[config.mk]
export PLATFORM = sky130hd
export DESIGN_NAME = sonar_scheduler
export DESIGN_NICKNAME = d
export VERILOG_FILES = /design/src/rtl/sonar_pkg.sv /design/src/rtl/sonar_sync.sv /design/src/rtl/sonar_scheduler.sv
export SDC_FILE = /design/constraint.sdc
export NUM_CORES = 1
export LEC_CHECK = 0
export BUFFER_PORTS_ARGS = -buffer_cell sky130_fd_sc_hd__clkbuf_2
export CORE_MARGIN = 5
export CORE_UTILIZATION = 50
export CTS_CLUSTER_DIAMETER = 150
export DETAILED_ROUTE_END_ITERATION = 6
export HOLD_SLACK_MARGIN = 0.12
export PLACE_DENSITY = 0.7
export SLEW_MARGIN = 20
export SYNTH_ARGS = -nofsm -noshare
export SYNTH_HDL_FRONTEND = slang
export SYNTH_SLANG_ARGS = --single-unit
[constraint.sdc]
create_clock -name CLK -period 6.9 [get_ports CLK]
set_clock_uncertainty 0.2 [all_clocks]
set_input_delay 0.345 -clock CLK [delete_from_list [all_inputs] [get_ports CLK]]
set_output_delay 0.345 -clock CLK [all_outputs]
set_load 0.02 [all_outputs]
[src/rtl/sonar_pkg.sv]
// Shared types and constants for the round-robin ultrasonic sonar scheduler.
package sonar_pkg;

  // Echo width / result field
  localparam int                 TIME_W   = 20;
  localparam logic [TIME_W-1:0]  TIME_MAX = 20'hFFFFF;

  // Default cycle constants (CLK cycles)
  localparam int DEF_N_SENS   = 4;
  localparam int DEF_TRIG_CYC = 500;
  localparam int DEF_TMO_CYC  = 1000000;
  localparam int DEF_HOLD_CYC = 200000;

  // Scheduler states
  typedef enum logic [2:0] {
    ST_IDLE      = 3'd0,
    ST_TRIG      = 3'd1,
    ST_WAIT_RISE = 3'd2,
    ST_MEASURE   = 3'd3,
    ST_HOLD      = 3'd4
  } state_e;

  // Largest of three cycle constants; sizes the shared phase counter.
  function automatic int max3(input int a, input int b, input int c);
    int m;
    m = (a > b) ? a : b;
    return (m > c) ? m : c;
  endfunction

endpackage

[src/rtl/sonar_sync.sv]
// Two-flop synchronizer for a bus of independent asynchronous bits.
// Each bit is synchronized on its own; no bus coherency is implied.
module sonar_sync #(
  parameter int WIDTH = 1
) (
  input  logic             clk,
  input  logic             rst,
  input  logic [WIDTH-1:0] d,
  output logic [WIDTH-1:0] q
);

  logic [WIDTH-1:0] meta_q;
  logic [WIDTH-1:0] sync_q;

  // Two-stage capture of the raw pins; first stage may go metastable.
  // NOTE: every flop uses non-blocking (<=) so all stages update together at the edge.
  // NOTE: reset is synchronous and active-high, so it is tested inside the clocked branch.
  always_ff @(posedge clk) begin
    if (rst) begin
      meta_q <= '0;
      sync_q <= '0;
    end else begin
      meta_q <= d;
      sync_q <= meta_q;
    end
  end

  assign q = sync_q;

endmodule

[src/rtl/sonar_scheduler.sv]
// Round-robin scheduler for N_SENS single-pin ultrasonic sensors.
// Each measurement: trigger pulse, wait for echo rise, time echo width,
// report, then a quiet hold gap before moving to the next sensor.
// Optional feature: define SONAR_MASK_EN to add a MASK input that skips
// sensors whose mask bit is 1.
module sonar_scheduler
  import sonar_pkg::*;
#(
  parameter int N_SENS   = DEF_N_SENS,
  parameter int TRIG_CYC = DEF_TRIG_CYC,
  parameter int TMO_CYC  = DEF_TMO_CYC,
  parameter int HOLD_CYC = DEF_HOLD_CYC
) (
  input  logic                       CLK,
  input  logic                       RESET,
  input  logic                       START,
  input  logic [N_SENS-1:0]          SIG_IN,
  output logic [N_SENS-1:0]          SIG_OUT,
  output logic [N_SENS-1:0]          SIG_OE,
  output logic [19:0]                TIME,
  output logic [$clog2(N_SENS)-1:0]  TIME_ID,
  output logic                       TIME_VALID,
  output logic                       TIMEOUT,
  output logic                       BUSY
`ifdef SONAR_MASK_EN
  ,
  input  logic [N_SENS-1:0]          MASK
`endif
);

  localparam int ID_W    = $clog2(N_SENS);
  localparam int CNT_MAX = max3(TRIG_CYC, TMO_CYC, HOLD_CYC);
  localparam int CNT_W   = $clog2(CNT_MAX + 1);

  // Terminal counts of the shared phase counter (counter starts at 0).
  localparam logic [CNT_W-1:0] TRIG_LAST = CNT_W'(TRIG_CYC - 1);
  localparam logic [CNT_W-1:0] TMO_LAST  = CNT_W'(TMO_CYC - 1);
  localparam logic [CNT_W-1:0] HOLD_LAST = CNT_W'(HOLD_CYC - 1);

  state_e              state_q,   state_d;
  logic [ID_W-1:0]     idx_q,     idx_d;
  logic [CNT_W-1:0]    cnt_q,     cnt_d;
  logic [TIME_W-1:0]   width_q,   width_d;
  logic [TIME_W-1:0]   time_q,    time_d;
  logic [ID_W-1:0]     time_id_q, time_id_d;
  logic                timeout_q, timeout_d;
  logic                valid_q,   valid_d;

  logic [N_SENS-1:0]   sig_sync;
  logic                echo;
  logic                tmo_hit;

  // Index candidates: "now" is used when leaving IDLE, "next" at end of HOLD.
  logic                sel_now_ok,  sel_next_ok;
  logic [ID_W-1:0]     sel_now_idx, sel_next_idx;

  sonar_sync #(
    .WIDTH (N_SENS)
  ) u_sig_sync (
    .clk (CLK),
    .rst (RESET),
    .d   (SIG_IN),
    .q   (sig_sync)
  );

  // Round-robin successor, wrapping N_SENS-1 back to 0.
  function automatic logic [ID_W-1:0] wrap_inc(input logic [ID_W-1:0] i);
    if (int'(i) == N_SENS - 1) return '0;
    else                       return i + 1'b1;
  endfunction

`ifdef SONAR_MASK_EN
  // First unmasked index at or after start (cyclic); MSB flags that one exists.
  function automatic logic [ID_W:0] pick_unmasked(input logic [ID_W-1:0]   start,
                                                  input logic [N_SENS-1:0] mask);
    logic [ID_W-1:0] cand;
    logic [ID_W-1:0] sel;
    logic            found;
    cand  = start;
    sel   = start;
    found = 1'b0;
    for (int k = 0; k < N_SENS; k++) begin
      if (!found && !mask[cand]) begin
        found = 1'b1;
        sel   = cand;
      end
      cand = wrap_inc(cand);
    end
    return {found, sel};
  endfunction

  assign {sel_now_ok,  sel_now_idx}  = pick_unmasked(idx_q, MASK);
  assign {sel_next_ok, sel_next_idx} = pick_unmasked(wrap_inc(idx_q), MASK);
`else
  assign sel_now_ok   = 1'b1;
  assign sel_now_idx  = idx_q;
  assign sel_next_ok  = 1'b1;
  assign sel_next_idx = wrap_inc(idx_q);
`endif

  assign echo    = sig_sync[idx_q];
  assign tmo_hit = (cnt_q == TMO_LAST);

  // Next-state, counter and result computation for the measurement sequence.
  always_comb begin
    // NOTE: every *_d gets a default first so no path through the case infers a latch.
    state_d   = state_q;
    idx_d     = idx_q;
    cnt_d     = cnt_q;
    width_d   = width_q;
    time_d    = time_q;
    time_id_d = time_id_q;
    timeout_d = timeout_q;
    valid_d   = 1'b0;

    case (state_q)
      ST_IDLE: begin
        if (START && sel_now_ok) begin
          state_d = ST_TRIG;
          idx_d   = sel_now_idx;
          cnt_d   = '0;
        end
      end

      ST_TRIG: begin
        if (cnt_q == TRIG_LAST) begin
          state_d = ST_WAIT_RISE;
          cnt_d   = '0;            // timeout window starts at trigger release
        end else begin
          cnt_d = cnt_q + 1'b1;
        end
      end

      ST_WAIT_RISE: begin
        cnt_d = cnt_q + 1'b1;
        if (tmo_hit) begin
          state_d   = ST_HOLD;
          cnt_d     = '0;
          time_d    = TIME_MAX;
          time_id_d = idx_q;
          timeout_d = 1'b1;
          valid_d   = 1'b1;
        end else if (echo) begin
          state_d = ST_MEASURE;
          width_d = TIME_W'(1);    // the first high cycle already counts
        end
      end

      ST_MEASURE: begin
        cnt_d = cnt_q + 1'b1;
        // A falling edge wins over a simultaneous timeout.
        if (!echo) begin
          state_d   = ST_HOLD;
          cnt_d     = '0;
          time_d    = width_q;
          time_id_d = idx_q;
          timeout_d = 1'b0;
          valid_d   = 1'b1;
        end else if (tmo_hit) begin
          state_d   = ST_HOLD;
          cnt_d     = '0;
          time_d    = TIME_MAX;
          time_id_d = idx_q;
          timeout_d = 1'b1;
          valid_d   = 1'b1;
        end else if (width_q != TIME_MAX) begin
          width_d = width_q + 1'b1;
        end
      end

      ST_HOLD: begin
        if (cnt_q == HOLD_LAST) begin
          idx_d   = sel_next_idx;
          cnt_d   = '0;
          state_d = (START && sel_next_ok) ? ST_TRIG : ST_IDLE;
        end else begin
          cnt_d = cnt_q + 1'b1;
        end
      end

      default: state_d = ST_IDLE;
    endcase
  end

  // Pin drive: only the selected sensor is driven, and only while triggering.
  always_comb begin
    SIG_OE  = '0;
    SIG_OUT = '0;
    if (state_q == ST_TRIG) begin
      SIG_OE[idx_q]  = 1'b1;
      SIG_OUT[idx_q] = 1'b1;
    end
  end

  // State and result registers.
  always_ff @(posedge CLK) begin
    if (RESET) begin
      state_q   <= ST_IDLE;
      idx_q     <= '0;
      cnt_q     <= '0;
      width_q   <= '0;
      time_q    <= '0;
      time_id_q <= '0;
      timeout_q <= 1'b0;
      valid_q   <= 1'b0;
    end else begin
      state_q   <= state_d;
      idx_q     <= idx_d;
      cnt_q     <= cnt_d;
      width_q   <= width_d;
      time_q    <= time_d;
      time_id_q <= time_id_d;
      timeout_q <= timeout_d;
      valid_q   <= valid_d;
    end
  end

  assign TIME       = time_q;
  assign TIME_ID    = time_id_q;
  assign TIMEOUT    = timeout_q;
  assign TIME_VALID = valid_q;
  assign BUSY       = (state_q != ST_IDLE);

endmodule

[Yosys cells after proc, flatten, opt, wreduce, memory -nomap -nowiden]
Cells that the tools add are included.
Cells by class
  $add $sub $neg: 3
  multiply operators: 0
  divide/modulo/power cells: 0
  magnitude comparators: 2
  equality and inequality tests: 19
  shift-type cells: 0
  mux-type cells: 39
  bitwise gates (word level): 0
  reductions and logical operators: 9
Operator list (number)
  $mux W20: 12
  $pmux W20 S5: 1
  $pmux W20 S2: 2
  $add A20 B1 Y20 const B: 2
  $mux W3: 7
  $eq A20 B18 Y1 const B: 1
  $eq A20 B20 Y1 const B: 1
  $eq A20 B9 Y1 const B: 1
  $ne A20 B20 Y1 const B: 1
  $ne A2 B2 Y1 const B: 8
  $pmux W3 S5: 1
  $mux W1: 7
  $eq A3 B2 Y1 const B: 2
  $mux W2: 3
  $ne A3 B3 Y1 const B: 2
  $reduce_and A6 Y1: 1
  $reduce_and A5 Y1: 1
  $reduce_bool A5 Y1: 1
  $mux W4: 1
  $pmux W1 S2: 2
  $pmux W2 S2: 1
  $reduce_and A2 Y1: 2
  $eq A3 B1 Y1 const B: 1
  $eq A3 B3 Y1 const B: 1
  10 further kinds: 10
Word-level totals
  flip-flop bits (word level): 77
  latch bits: 0
  bits in writable memories: 0
  bits in read-only memories: 0
  input bits: 7
  logic and storage cells: 82
  memories: 0

[Depth between registers and ports, before layout]
Gate-level depths: netlist of the first run.
  word-level depth: 5
  depth in mapped cells: 9
  depth with buffers taken out: 7

[Modules after synthesis]
Synthesis of the first run repeated with hierarchy kept, for this count alone.
Second synthesis, totals
  cell total of the unflattened synthesis: 385
  area total of the unflattened synthesis: 3544.6 um2
Modules (own cells, without submodules)
  sonar_scheduler: instances 1, cells an instance 369, area an instance 3334.4 um2
  sonar_sync: instances 1, cells an instance 16, area an instance 210.2 um2

[Worst setup path before layout of the first run]
OpenSTA, ideal clock, no wires.
  path type: register to register
  from: register width_q[0]
  to: register width_q[2]
  setup time: 0.122 ns
  arrival time: 1.886 ns
  required time: 6.578 ns
  path slack: 4.692 ns
  cell stages (with the launch flop): 10
  clock period less this slack: 2.208 ns
  cells stage by stage: dfxtp_1 > ha_1 > and3_1 > buf_2 > nand3_1 > or3_1 > buf_4 > nand2_4 > nor2_1 > a311o_1
On the way
  cells in the longest elaborated chain, start to end: 5
  elaborated cells between the ends (all ways): 8
  classes of those cells: add/sub: 1; eq/ne: 2; mux: 4; reduce/logical: 1
RTL lines
  from (decl): line sonar_scheduler.sv:43  | logic [TIME_W-1:0] width_q, width_d;
  from (signal assigned): line sonar_scheduler.sv:210  | width_q <= width_d;
  $add A20 B1 Y20: line sonar_scheduler.sv:167  | width_d = width_q + 1'b1;
  $mux W20: line sonar_scheduler.sv:166  | end else if (width_q != TIME_MAX) begin
  $mux W20: line sonar_scheduler.sv:159  | end else if (tmo_hit) begin
  $mux W20: line sonar_scheduler.sv:152  | if (!echo) begin
  $pmux W20 S2: line sonar_scheduler.sv:116  | case (state_q)
Parallel ways exist; a longest one is shown, timed or not. The select of a mux whose other input is x is not followed.
A chain may end at the register's enable or synchronous reset.

[Worst setup path after layout of the first run]
  from: register cnt_q[0]
  to: register width_q[15]
On the way
  cells in the longest elaborated chain, start to end: 3
  elaborated cells between the ends (all ways): 4
  classes of those cells: eq/ne: 3; reduce/logical: 1
RTL lines
  from (decl): line sonar_scheduler.sv:42  | logic [CNT_W-1:0] cnt_q, cnt_d;
  from (signal assigned): line sonar_scheduler.sv:209  | cnt_q <= cnt_d;
  $eq A20 B20 Y1 (*): line sonar_scheduler.sv:102  | assign tmo_hit = (cnt_q == TMO_LAST);
  $ne A2 B2 Y1 (no source line)
  $reduce_and A6 Y1 (no source line) (*)
Every way passes the cells marked *; elsewhere a longest branch is shown, timed or not.

==> Implementation_results.wiki, run 1 <==
{| class="wikitable"
! Metric !! Value
|-
| Top fanout value on the critical path || 12
|-
| Final setup viols || 0
|-
| Via/cell ratio || 5.69
|-
| Area growth, synth to finish || 10.8%
|-
| DR pass1 iterations || 4
|-
| Buffers plus inverters on the worst setup path || 0
|-
| Number of ports placed on the die boundary || 40
|-
| Area share of the largest cell type after synthesis || 42.1%
|-
| Detailed Place HPWL || 5560 um
|-
| Endpoint of the lowest-slack register-to-register path || width_q[15]$_SDFFE_PP0P_
|-
| Req. time, crit path || 6.98 ns
|-
| Sequential-to-total area share from yosys stat || 42.1%
|-
| Area contributors post-synth || dfxtp_1 42%, o221a_2 6.2%, nand2_1 3.6%
|-
| Core Util, Final || 56.5%
|-
| Final count of pins violating max slew || 0
|-
| Unrepaired setup endpoints after global routing || false
|-
| Worst vdd ir || 130 uV
|-
| Slew at the pin with the worst max-slew slack || 0.844 ns
|-
| Combined area of all synthesized cells || 3660 sq um
|-
| Flip-flop and latch count after synthesis || 77
|-
| Count of different cell masters after synthesis || 56
|-
| Switching Power || 0.241 mW
|-
| Worst skew pair latency || 0.35 ns
|-
| Period minus WS final || 2.85 ns
|-
| Global-route usage over all layers || 17.9%
|-
| Most used standard cell by instance count after synthesis || dfxtp_1
|-
| Share of final-layout standard cells stronger than drive strength 1 || 19.0%
|-
| Family with the most delay on the worst path || compound AO/OA/AOI/OAI gates
|-
| Wire length of the first global-routing pass || 13000 um
|-
| Number of antenna violations at the first check in global routing || 0
|-
| Worst hold margin || 0.249 ns
|-
| Summed negative setup slack over all endpoints || 0 ns
|-
| Gate count of the mapped netlist || 418
|-
| Crit path largest cell delay || 0.78 ns
|-
| Gpl congestion || 0.888
|-
| Maximum number of pins on one net before global-route repair || 37
|-
| Core Region || 7180 sq um
|-
| CTS buffer count || 9
|-
| Max capacitance violation total || 0
|-
| Fin area || 4060 sq um
|-
| Clock tree from TritonCTS || yes
|-
| Final Routed Wirelength || 7990 um
|-
| Switching share of power || 26.8%
|-
| Number of DRC violations after detailed-routing iteration 0 || 153
|-
| DRC violation count after routing || 0
|-
| Hold Path End || u_sig_sync.q[3]$_SDFF_PP0_
|-
| Clock-pin slew on the worst setup and hold paths || 0.08 ns
|-
| Startpoint types || register
|-
| Type of the worst setup path || reg2reg
|-
| Largest area contributor in the netlist || dfxtp_1
|-
| Min-delay src || u_sig_sync.meta_q[3]$_SDFF_PP0_
|-
| Cell leakage power || 1.56 nW
|-
| Type of destination of the critical path || register
|-
| Placed Instance Area || 3820 sq um
|-
| Synth warn || 0
|-
| Mapped Avg Cell Area || 8.76 sq um
|-
| Worst Hold Path Cells || 1
|-
| Logic depth of the worst register-to-register path || 6
|-
| Number of antenna diodes || 0
|-
| Final Hold Fails || 0
|-
| Tcrit/Tclk final || 41.2%
|-
| Critical-path cell with the highest stage delay || o211ai_1
|-
| Combinational Power Share || 11.3%
|-
| Floorplan die area || 9130 sq um
|-
| Width of the die || 95.6 um
|-
| Reg-to-reg setup timing slack || 4.05 ns
|-
| Kind of path behind the tightest hold check || reg2reg
|-
| Die Height || 95.6 um
|-
| Gr ovfl total || 0
|-
| Number of nets in the finished design || 456
|-
| Number of buffers between clock root and the deepest sink || 2
|-
| Total clock sinks || 77
|-
| Result of the run || completed
|-
| Via count of the first global-routing pass || 2813
|-
| Antenna Nets Post-Route || 0
|-
| Routed WL per cell || 14.6 um
|-
| Source of the worst register-to-register timing path || cnt_q[0]$_SDFFE_PP0P_
|-
| Worst relative slew slack || 43.5%
|-
| P_int || 0.658 mW
|-
| Htree depth || 3
|-
| Cell breakdown of the critical path || ha_1, and3_1, nand4b_1, o211ai_1, o21ai_1, a21oi_1
|-
| Total power || 0.899 mW
|-
| Post-Syn Nets || 431
|-
| Portion of total power attributed to the clock network || 36.7%
|-
| Total number of placement rows || 31
|-
| Filler Cell Count || 661
|-
| Critical Path AT || 2.92 ns
|-
| Number of flops mapped to enable cells by yosys || 0
|-
| Post-synth ARST share || 0%
|-
| Initial Util || 51.0%
|-
| Pwr per Cell Area || 222 nW/um^2
|-
| Via count || 3108
|-
| Top cell types by occurrence after synthesis || 77 x dfxtp_1, 35 x nand2_1, 31 x nor2_1
|-
| Maximum clock rate || 351 MHz
|-
| Count of buffers from port buffering || 39
|-
| Reg power frac || 52.0%
|-
| Most frequently used flop master after synthesis || dfxtp_1
|-
| CTS Root Cell || clkbuf_8
|}
kinds of logic after synthesis:
kind of cell    after synthesis  share of synthesized area [%]
simple gates                186                           27.7
compound gates               91                           18.5
flops                        77                           42.1
buf+inv                      44                           5.88
xor+xnor                     11                           2.63
fa+ha+maj                     6                           2.05
mux                           3                           1.16
how the worst max path moves through the flow:
stage	cells after the start	start	slack [ns]	to
finish	6	cnt_q[0]$_SDFFE_PP0P_	4.05	width_q[15]$_SDFFE_PP0P_
global route	6	cnt_q[0]$_SDFFE_PP0P_	3.79	width_q[19]$_SDFFE_PP0P_
CTS	6	cnt_q[0]$_SDFFE_PP0P_	3.79	width_q[11]$_SDFFE_PP0P_
detailed placement	6	cnt_q[0]$_SDFFE_PP0P_	3.79	width_q[11]$_SDFFE_PP0P_
global placement	4	RESET	3.93	width_q[17]$_SDFFE_PP0P_
floorplan	9	width_q[0]$_SDFFE_PP0P_	4.69	width_q[2]$_SDFFE_PP0P_
metal layers:
metal | vias up | routed length [um] | GRT usage (%)
met5 | - | 0 | 0
met1 | 1472 | 3870 | 23.9
met2 | 56 | 3730 | 28.5
met4 | 0 | 112 | 6.52
li1 | 1570 | - | -
met3 | 10 | 275 | 3.39
cell usage in the layout, fill, tap and decap left out, types with 4 or more instances in the layout:
master	instances
a21o_1	6
a21oi_1	23
and2_1	8
and3_1	17
clkbuf_2	39
clkbuf_8	9
dfxtp_1	77
dlygate4sd3_1	5
ha_1	6
inv_1	12
nand2_1	35
nand3_1	24
nand4_1	13
nand4b_1	4
nor2_1	31
nor2b_1	12
nor3_1	11
nor4_1	5
o21ai_0	13
o21ai_1	4
o221a_2	20
or3_1	4
xnor2_1	4
xor2_1	7
worst reg2reg max path: stages, from the launching register on:
cell      delay, ns
dfxtp_1        0.40
ha_1           0.25
and3_1         0.19
nand4b_1       0.30
o211ai_1       0.78
o21ai_1        0.44
a21oi_1        0.22
sequential cells by signal, indices dropped and copies added, names as in the netlist:
register           flops
TIME                  20
TIMEOUT                1
TIME_ID                2
TIME_VALID             1
cnt_q                 20
idx_q                  2
state_q                3
u_sig_sync.meta_q      4
u_sig_sync.q           4
width_q               20
per-stage QoR:
step / setup WS, ns / cells
final: 4.05 / 546
after global routing: 3.79 / 546
after CTS: 3.79 / 546
after detailed placement: 3.79 / 526
after global placement: 3.93 / 526
after floorplan: 4.69 / 418
area by class of cell:
cell class | count | area [sq um] | area share [%]
timing repair buffer | 45 | 253 | 6.23
multi-input combinational | 297 | 1900 | 46.9
clock buffer | 9 | 124 | 3.05
sequential | 77 | 1540 | 38.0
clock inverter | 6 | 62.6 | 1.54
inverter | 13 | 48.8 | 1.20
tap | 99 | 124 | 3.05
power groups by stage:
stage                     logic [mW]  registers, mW  clock network [mW]
after floorplan               0.0715          0.481                   0
after global placement        0.0974          0.478                   0
after detailed placement      0.0999          0.478                   0
after CTS                      0.102          0.468               0.337
after global routing           0.112          0.470               0.354
final                          0.102          0.468               0.330
timing repair:
action                                 in CTS  in global routing
buffers inserted                            0                  0
hold buffers                                5                  0
endpoints found under the hold margin       5                  0
gates resized for setup                     0                  0
No activity file was read; power rests on OpenSTA's default activity.
==> inputs of run 2 (changes only) <==
- clock period: 6.9 -> 2.9 ns (I/O delays scaled with it)
==> run 2 against run 1 <==
  * Total power increased to 2.5 times the previous value
  * Worst setup slack got worse by 3.7 ns
  * Sequential cell count is the same
  * Die area unchanged
  * Via count is 2.1% higher
  * Non-clock buffer count increased by 11
  * Highest routed layer unchanged
  * Final cell count up 2.2%
  * Register-to-register slack worse by 3.7 ns
  * Critical path depth is the same
  * Sequential share of layout area shrank 1.1 points
  * Critical path type unchanged
  * Combinational power grew to 2.6 times the previous value
==> Implementation_results.wiki, run 2 (synthesis gave the netlist of run 1 again) <==
{| class="wikitable"
! Metric !! Value
|-
| Total number of placement rows || 31
|-
| Clock-pin slew on the worst setup and hold paths || 0.08 ns
|-
| Die Height || 95.6 um
|-
| Period minus WS final || 2.59 ns
|-
| Pwr per Cell Area || 548 nW/um^2
|-
| Worst relative slew slack || 57.0%
|-
| Placed Instance Area || 3890 sq um
|-
| Top fanout value on the critical path || 12
|-
| Cell leakage power || 1.62 nW
|-
| Total clock sinks || 77
|-
| Width of the die || 95.6 um
|-
| Area growth, synth to finish || 14.2%
|-
| Most common cell after layout, fill and taps aside || dfxtp_1
|-
| Number of antenna violations at the first check in global routing || 0
|-
| Core Region || 7180 sq um
|-
| Fin area || 4180 sq um
|-
| Final count of pins violating max slew || 0
|-
| Worst hold margin || 0.239 ns
|-
| P_int || 1.68 mW
|-
| Routed WL per cell || 14.3 um
|-
| Reg power frac || 48.6%
|-
| Slew at the pin with the worst max-slew slack || 0.644 ns
|-
| Kind of path behind the tightest hold check || reg2reg
|-
| Req. time, crit path || 2.95 ns
|-
| Final Routed Wirelength || 7980 um
|-
| Portion of total power attributed to the clock network || 40.0%
|-
| Initial Util || 51.0%
|-
| Number of buffers between clock root and the deepest sink || 2
|-
| DRC violation count after routing || 0
|-
| CTS Root Cell || clkbuf_8
|-
| Critical Path AT || 2.64 ns
|-
| Switching share of power || 26.6%
|-
| Htree depth || 3
|-
| Reg-to-reg setup timing slack || 0.31 ns
|-
| Number of nets in the finished design || 467
|-
| Floorplan die area || 9130 sq um
|-
| Gpl congestion || 0.907
|-
| Global-route usage over all layers || 18.8%
|-
| Result of the run || completed
|-
| Maximum clock rate || 386 MHz
|-
| DR pass1 iterations || 4
|-
| Combinational Power Share || 11.4%
|-
| Filler Cell Count || 631
|-
| Via/cell ratio || 5.69
|-
| Final setup viols || 0
|-
| Non-filler cells, final || 558
|-
| Gr ovfl total || 0
|-
| Number of ports placed on the die boundary || 40
|-
| Unrepaired setup endpoints after global routing || false
|-
| Type of destination of the critical path || register
|-
| Maximum number of pins on one net before global-route repair || 26
|-
| Max capacitance violation total || 0
|-
| Startpoint types || register
|-
| Count of buffers from port buffering || 39
|-
| Tcrit/Tclk final || 89.4%
|-
| Via count || 3174
|-
| Wire length of the first global-routing pass || 13700 um
|-
| Number of DRC violations after detailed-routing iteration 0 || 190
|-
| Worst skew pair latency || 0.36 ns
|-
| Detailed Place HPWL || 5500 um
|-
| Type of the worst setup path || reg2reg
|-
| Most used cells in the layout excluding fill and tap cells || 77 x dfxtp_1, 39 x clkbuf_2, 35 x nand2_1
|-
| Number of antenna diodes || 0
|-
| Final Hold Fails || 0
|-
| Switching Power || 0.609 mW
|-
| Via count of the first global-routing pass || 3040
|-
| Share of final-layout standard cells stronger than drive strength 1 || 20.5%
|-
| Number of placed instances, taps included || 535
|-
| Summed negative setup slack over all endpoints || 0 ns
|-
| Total power || 2.29 mW
|-
| Worst vdd ir || 229 uV
|-
| CTS buffer count || 9
|-
| Clock tree from TritonCTS || yes
|-
| Antenna Nets Post-Route || 0
|}
## run 2: cell count changes in the layout (fill, tap and decap cells not counted), sizes merged
cell and delta:
buf +9, bufinv +1, clkbuf +1, clkinv -4
clkinvlp +2, dlygate4sd3 +2, inv +1
## run 2: through the flow
step	worst slack, ns	utilization, %
after floorplan	0.692	-
after global placement	0.519	54.2
after detailed placement	0.482	54.2
after CTS	0.332	58.3
after global routing	0.138	58.3
final	0.306	58.3
## run 2: routing by layer
layer	up-vias	track usage (%)	part of all wire [%]
li1	1600	-	-
met1	1475	23.6	47
met2	79	30.2	46
met3	20	3.87	4.3
met4	0	10.1	2.6
met5	-	0	0
## run 2: path summary, 6_finish.rpt
kind	endpoint	startpoint	depth (start not counted)
hold / removal	u_sig_sync.q[2]$_SDFF_PP0_	u_sig_sync.meta_q[2]$_SDFF_PP0_	1
hold reg to reg	u_sig_sync.q[2]$_SDFF_PP0_	u_sig_sync.meta_q[2]$_SDFF_PP0_	1
setup / recovery	state_q[0]$_SDFFE_PP0P_	cnt_q[12]$_SDFFE_PP0P_	6
setup reg to reg	state_q[0]$_SDFFE_PP0P_	cnt_q[12]$_SDFFE_PP0P_	6
## run 2: layout make-up
class	count	area, sq um	share of cell area [%]
Clock buffer	10	128	3.05
Clock inverter	6	95.1	2.27
Inverter	13	48.8	1.17
Multi-Input combinational cell	297	1900	45.5
Sequential cell	77	1540	36.9
Tap cell	99	124	2.96
Timing Repair Buffer	56	340	8.14
## run 2: critical path: stages (launching register included)
cell and delay [ns]:
dfxtp_1 0.36, nor3_1 0.42, nand4b_1 0.39, o211ai_1 0.28, buf_4 0.21, a31oi_1 0.08, dlygate4sd3_1 0.56
## run 2: timing repair
item                                    in CTS  in global routing
endpoints found under the setup margin       0                  0
endpoints found under the hold margin       16                  0
hold buffers                                 7                  0
buffers inserted                             0                  0
resized for setup                            0                  0
## run 2: power groups by stage
stage	clock network, mW	registers (mW)	logic [mW]
finish	0.916	1.11	0.262
global route	0.976	1.12	0.292
CTS	0.936	1.11	0.260
detailed placement	0	1.14	0.249
global placement	0	1.14	0.244
floorplan	0	1.14	0.170
